## config.mk

```make
export PLATFORM = sky130hd
export DESIGN_NAME = stream_demux2
export DESIGN_NICKNAME = d
export VERILOG_FILES = /design/src/rtl/stream_demux2_slot.sv /design/src/rtl/stream_demux2.sv
export SDC_FILE = /design/constraint.sdc
export NUM_CORES = 1
export LEC_CHECK = 0
export ABC_AREA = 1
export CORE_UTILIZATION = 56
export DETAILED_ROUTE_END_ITERATION = 12
export MAX_ROUTING_LAYER = met4
export PLACE_DENSITY = 0.93
export SLEW_MARGIN = 15
export SYNTH_ARGS = -nofsm -noshare
export SYNTH_HDL_FRONTEND = slang
export SYNTH_SLANG_ARGS = --single-unit
```

## constraint.sdc

```tcl
create_clock -name clk -period 16.9 [get_ports clk]
set_clock_uncertainty 0.2 [all_clocks]
set_input_delay 3.38 -clock clk [delete_from_list [all_inputs] [get_ports clk]]
set_output_delay 3.38 -clock clk [all_outputs]
set_load 0.1 [all_outputs]
```

## src/rtl/stream_demux2_slot.sv

```systemverilog
// ---------------------------------------------------------------------------
// demux_slot -- two-entry FIFO used as the per-output buffer of stream_demux2.
//
// Ports:
//   clk          single clock, all state updates on the rising edge
//   rst          asynchronous, active-high; empties the FIFO and clears storage
//   i_push       write i_push_data at the tail (ignored when full)
//   i_push_data  payload to store
//   i_pop        drop the head entry (ignored when empty)
//   o_head_data  oldest stored entry, taken directly from storage registers
//   o_full       two entries held
//   o_empty      no entries held
// ---------------------------------------------------------------------------
module demux_slot #(
  parameter int DATA_WIDTH = 32
) (
  input  logic                  clk,
  input  logic                  rst,
  input  logic                  i_push,
  input  logic [DATA_WIDTH-1:0] i_push_data,
  input  logic                  i_pop,
  output logic [DATA_WIDTH-1:0] o_head_data,
  output logic                  o_full,
  output logic                  o_empty
);

  logic [DATA_WIDTH-1:0] w_entry [2];
  logic                  r_wr_ptr;
  logic                  r_rd_ptr;
  logic [1:0]            r_count;
  logic                  w_push;
  logic                  w_pop;

  assign o_full  = (r_count == 2'd2);
  assign o_empty = (r_count == 2'd0);

  // Guards make the FIFO safe on its own even if a caller ignores full/empty.
  assign w_push = i_push & ~o_full;
  assign w_pop  = i_pop  & ~o_empty;

  // Storage entries are cleared on reset so the head reads zero while empty
  // after reset.
  genvar gi;
  generate
    for (gi = 0; gi < 2; gi++) begin : g_entry
      localparam logic IDX = 1'(gi);
      logic [DATA_WIDTH-1:0] r_entry;

      always_ff @(posedge clk or posedge rst) begin
        if (rst) begin
          r_entry <= '0;
        end else if (w_push && (r_wr_ptr == IDX)) begin
          r_entry <= i_push_data;
        end
      end

      assign w_entry[gi] = r_entry;
    end
  endgenerate

  assign o_head_data = w_entry[r_rd_ptr];

  always_ff @(posedge clk or posedge rst) begin
    if (rst) begin
      r_wr_ptr <= 1'b0;
      r_rd_ptr <= 1'b0;
      r_count  <= 2'd0;
    end else begin
      if (w_push) begin
        r_wr_ptr <= ~r_wr_ptr;
      end
      if (w_pop) begin
        r_rd_ptr <= ~r_rd_ptr;
      end
      // Push and pop in the same cycle leave occupancy unchanged.
      case ({w_push, w_pop})
        2'b10:   r_count <= r_count + 2'd1;
        2'b01:   r_count <= r_count - 2'd1;
        default: r_count <= r_count;
      endcase
    end
  end

endmodule

```

## src/rtl/stream_demux2.sv

```systemverilog
// ---------------------------------------------------------------------------
// stream_demux2 -- routes a valid/ready stream to one of two outputs, each
// buffered by its own two-entry FIFO, and counts completed output transfers.
//
// Ports:
//   clk, rst                  clock; asynchronous active-high reset
//   in_data/in_sel/in_valid   upstream offer (in_sel: 0 -> out0, 1 -> out1)
//   in_ready                  offer accepted this cycle (selected slot not full)
//   outN_data/outN_valid      head of slot N, registered
//   outN_ready                downstream consumes outN
//   cntN                      completed transfers on outN, wrapping
// ---------------------------------------------------------------------------
module stream_demux2 #(
  parameter int DATA_WIDTH = 32,
  parameter int CNT_WIDTH  = 16
) (
  input  logic                  clk,
  input  logic                  rst,
  input  logic [DATA_WIDTH-1:0] in_data,
  input  logic                  in_sel,
  input  logic                  in_valid,
  output logic                  in_ready,
  output logic [DATA_WIDTH-1:0] out0_data,
  output logic                  out0_valid,
  input  logic                  out0_ready,
  output logic [DATA_WIDTH-1:0] out1_data,
  output logic                  out1_valid,
  input  logic                  out1_ready,
  output logic [CNT_WIDTH-1:0]  cnt0,
  output logic [CNT_WIDTH-1:0]  cnt1
);

  logic [1:0]            w_full;
  logic [1:0]            w_empty;
  logic [1:0]            w_out_ready;
  logic [DATA_WIDTH-1:0] w_head [2];
  logic [CNT_WIDTH-1:0]  w_cnt  [2];
  logic                  w_accept;

  assign w_out_ready = {out1_ready, out0_ready};

  // in_ready looks only at the selected slot's registered fill state, so a
  // stalled output never blocks traffic headed for the other one and there
  // is no combinational path from the downstream ready inputs.
  assign in_ready = in_sel ? ~w_full[1] : ~w_full[0];
  assign w_accept = in_valid & in_ready;

  genvar gi;
  generate
    for (gi = 0; gi < 2; gi++) begin : g_lane
      localparam logic IDX = 1'(gi);
      logic                 w_push;
      logic                 w_pop;
      logic [CNT_WIDTH-1:0] r_cnt;

      assign w_push = w_accept & (in_sel == IDX);
      // outN_ready is ignored while the slot is empty.
      assign w_pop  = ~w_empty[gi] & w_out_ready[gi];

      demux_slot #(
        .DATA_WIDTH (DATA_WIDTH)
      ) u_slot (
        .clk         (clk),
        .rst         (rst),
        .i_push      (w_push),
        .i_push_data (in_data),
        .i_pop       (w_pop),
        .o_head_data (w_head[gi]),
        .o_full      (w_full[gi]),
        .o_empty     (w_empty[gi])
      );

      // Free-running modulo counter: wraps to zero, never saturates.
      always_ff @(posedge clk or posedge rst) begin
        if (rst) begin
          r_cnt <= '0;
        end else if (w_pop) begin
          r_cnt <= r_cnt + 1'b1;
        end
      end

      assign w_cnt[gi] = r_cnt;
    end
  endgenerate

  assign out0_valid = ~w_empty[0];
  assign out1_valid = ~w_empty[1];
  assign out0_data  = w_head[0];
  assign out1_data  = w_head[1];
  assign cnt0       = w_cnt[0];
  assign cnt1       = w_cnt[1];

endmodule

```

==> impl_metrics.json <==
{
  "setup_tns_ps": 0,
  "io_pins": 137,
  "drive_above_1_share": 0.0975,
  "antenna_found_initial": 0,
  "most-common-layout-cells": "384 x nand2_1, 168 x dfrtp_1, 136 x clkdlybuf4s50_1",
  "cp_common_cell": "clkdlybuf4s50_1",
  "wl_met1_microns": 7390,
  "drv_cap": 0,
  "core_area_sq_um": 13200,
  "synth.top_cells.by_area": "dfrtp_1 56%, nand2_1 19%, o21ai_2 5.3%",
  "min_period_ps": 8920,
  "post_cts_resize_count": 0,
  "die-area_sq_um": 14000,
  "slowest_stage": "clkdlybuf4s50_1",
  "grt_overflow": 0,
  "clkTransAtPathRegs_ps": 60,
  "dpl.hpwl_microns": 10600,
  "drc": 0,
  "path_max_fanout": 3,
  "yosysWarnings": 0,
  "synth_cells": 880,
  "gp_congestion": 0.854,
  "highest_layer": "met4",
  "initial_core_util": 0.573,
  "max_stage_delay_ps": 1120,
  "dr.first_iter.drc_count": 525,
  "rsz0062_at_grt": "no",
  "grt_pass1_wl_microns": 29600,
  "slew-limit-headroom": 0.230,
  "cp.arrival_ps": 5340,
  "synth-edff-count": 0,
  "setup_violations": 0,
  "outcome": "complete, no violations",
  "slew_violations": 0,
  "synth_xor_area_frac": 0.0301,
  "wire_per_inst_microns": 14.8,
  "hold_buffers": 0,
  "avgViaCountPerCell": 5.33,
  "worstPathCellList": "clkdlybuf4s50_1, a21boi_2, or2_2, clkdlybuf4s50_1",
  "area_growth_pct": 27.1,
  "synth_cell_types": 28,
  "synthArstFlopShare": 1.00,
  "cts_buffers": 17,
  "clkLatencyLatePin_ps": 420,
  "fin_cells": 1191,
  "insertedDiodeCount": 0,
  "endpoint_kind": "output port",
  "cts.sinks": 168,
  "synthMuxAreaShare": 0,
  "first_global_vias": 6241,
  "cts-htree-levels": 4,
  "synth_area_sq_um": 7560,
  "die_y_microns": 118,
  "finalHoldViolations": 0,
  "synth_ff_type": "dfrtp_1",
  "critPathRequiredTime_ps": 13320,
  "portBuffers": 136,
  "grt_max_degree": 89,
  "wl_met3_microns": 998,
  "cts_setup_buffers": 0,
  "rows": 42,
  "synth_fa_ha_area_frac": 0.00662,
  "hold_class": "reg2reg",
  "grt.total_usage": 0.280,
  "fp.dieW_microns": 118,
  "final_common_cell": "nand2_1",
  "clock_path_buffers": 2,
  "cp-start-kind": "primary input",
  "postRouteAntennaNets": 0,
  "cts-root-buf": "clkbuf_16",
  "synth.largest_area_cell": "dfrtp_1",
  "path_class": "in2out",
  "hold_ws_ps": 284,
  "cts_tree": "done",
  "nets": 1044,
  "ys_seq_area_frac": 0.556,
  "synth_top_family_by_area": "simple AND/OR/NAND/NOR gates",
  "synth_top_area_share": 0.556,
  "synth_compound_area_frac": 0.116,
  "tightestPinTransition_ps": 1150,
  "syn_avg_cell_area_sq_um": 8.59,
  "yosys.area_share.simple": 0.228,
  "ys_ff_latch": 168,
  "dp.cells": 1159,
  "firstDrtPassIters": 8,
  "synth_nets": 922,
  "wl_microns": 17600,
  "met2RoutedLength_microns": 8760,
  "fmax_mhz": 112,
  "period_share": 0.528,
  "vias": 6352
}
-- metrics by stage --
step	util	area (sq um)	worst slack, ps
finish	0.728	9610	7980
global route	0.728	9610	7910
CTS	0.728	9600	7970
detailed placement	0.679	8960	7980
global placement	0.679	8960	8000
floorplan	-	7560	8770
-- kinds of logic after synthesis --
logic type	count (synthesis)
adders and majority gates	4
AOI/OAI and AO/OA	138
buffers and inverters	104
and+or+nand+nor	440
xor gates and xnor gates	26
DFF	168
-- synth_stat cells (3+ instances only) --
cell type and number:
xnor2_1 11, buf_6 12, dfrtp_1 168, o21ai_1 18, ha_1 4, o21ai_2 46, nand3b_1 3, o21ai_0 69
nand3_1 15, nand2_1 384, nand4_1 3, inv_1 60, nor2_1 25, clkbuf_1 28, xor2_1 15
-- per-layer routing --
metal	up-vias	track usage
met5	-	-
met4	0	0.121
met3	48	0.0555
met2	254	0.452
met1	3045	0.344
li1	3005	-
-- flip-flops by register name, indices dropped and copies added (netlist names) --
| signal | count |
|---|---|
| cnt0 | 16 |
| g_lane.u_slot.r_rd_ptr | 2 |
| g_lane.u_slot.g_entry.r_entry | 128 |
| g_lane.u_slot.r_wr_ptr | 2 |
| cnt1 | 16 |
| g_lane.u_slot.r_count | 4 |
-- critical path, delay by kind of cell --
family	cells	cell delay, ps
AO/OA/AOI/OAI	1	210
buffers and inverters	2	1610
AND/OR/NAND/NOR	1	140
-- worst paths after layout --
path,startpoint,endpoint,slack [ps],cells after the start
max in group asynchronous,rst,g_lane[0].u_slot.g_entry[0].r_entry[26],11970,3
min,g_lane[0].u_slot.g_entry[0].r_entry[15],g_lane[0].u_slot.g_entry[0].r_entry[15],280,2
min in group asynchronous,rst,g_lane[1].u_slot.g_entry[0].r_entry[27],3270,2
max reg2reg,g_lane[0].u_slot.r_rd_ptr,g_lane[0].u_slot.r_rd_ptr,14370,3
max,in_sel,in_ready,7980,4
min reg2reg,g_lane[0].u_slot.g_entry[0].r_entry[15],g_lane[0].u_slot.g_entry[0].r_entry[15],280,2
-- cell type report --
type | count | area (sq um)
Sequential cell | 168 | 4200
Timing Repair Buffer | 143 | 1420
Tap cell | 176 | 220
Multi-Input combinational cell | 608 | 2880
Fill cell | 931 | 3580
Inverter | 64 | 245
Clock buffer | 21 | 470
Clock inverter | 11 | 169
Power is left out: the tool's default activity adds up to more than one toggle a clock period on the data nets, which glitch-free logic cannot reach.
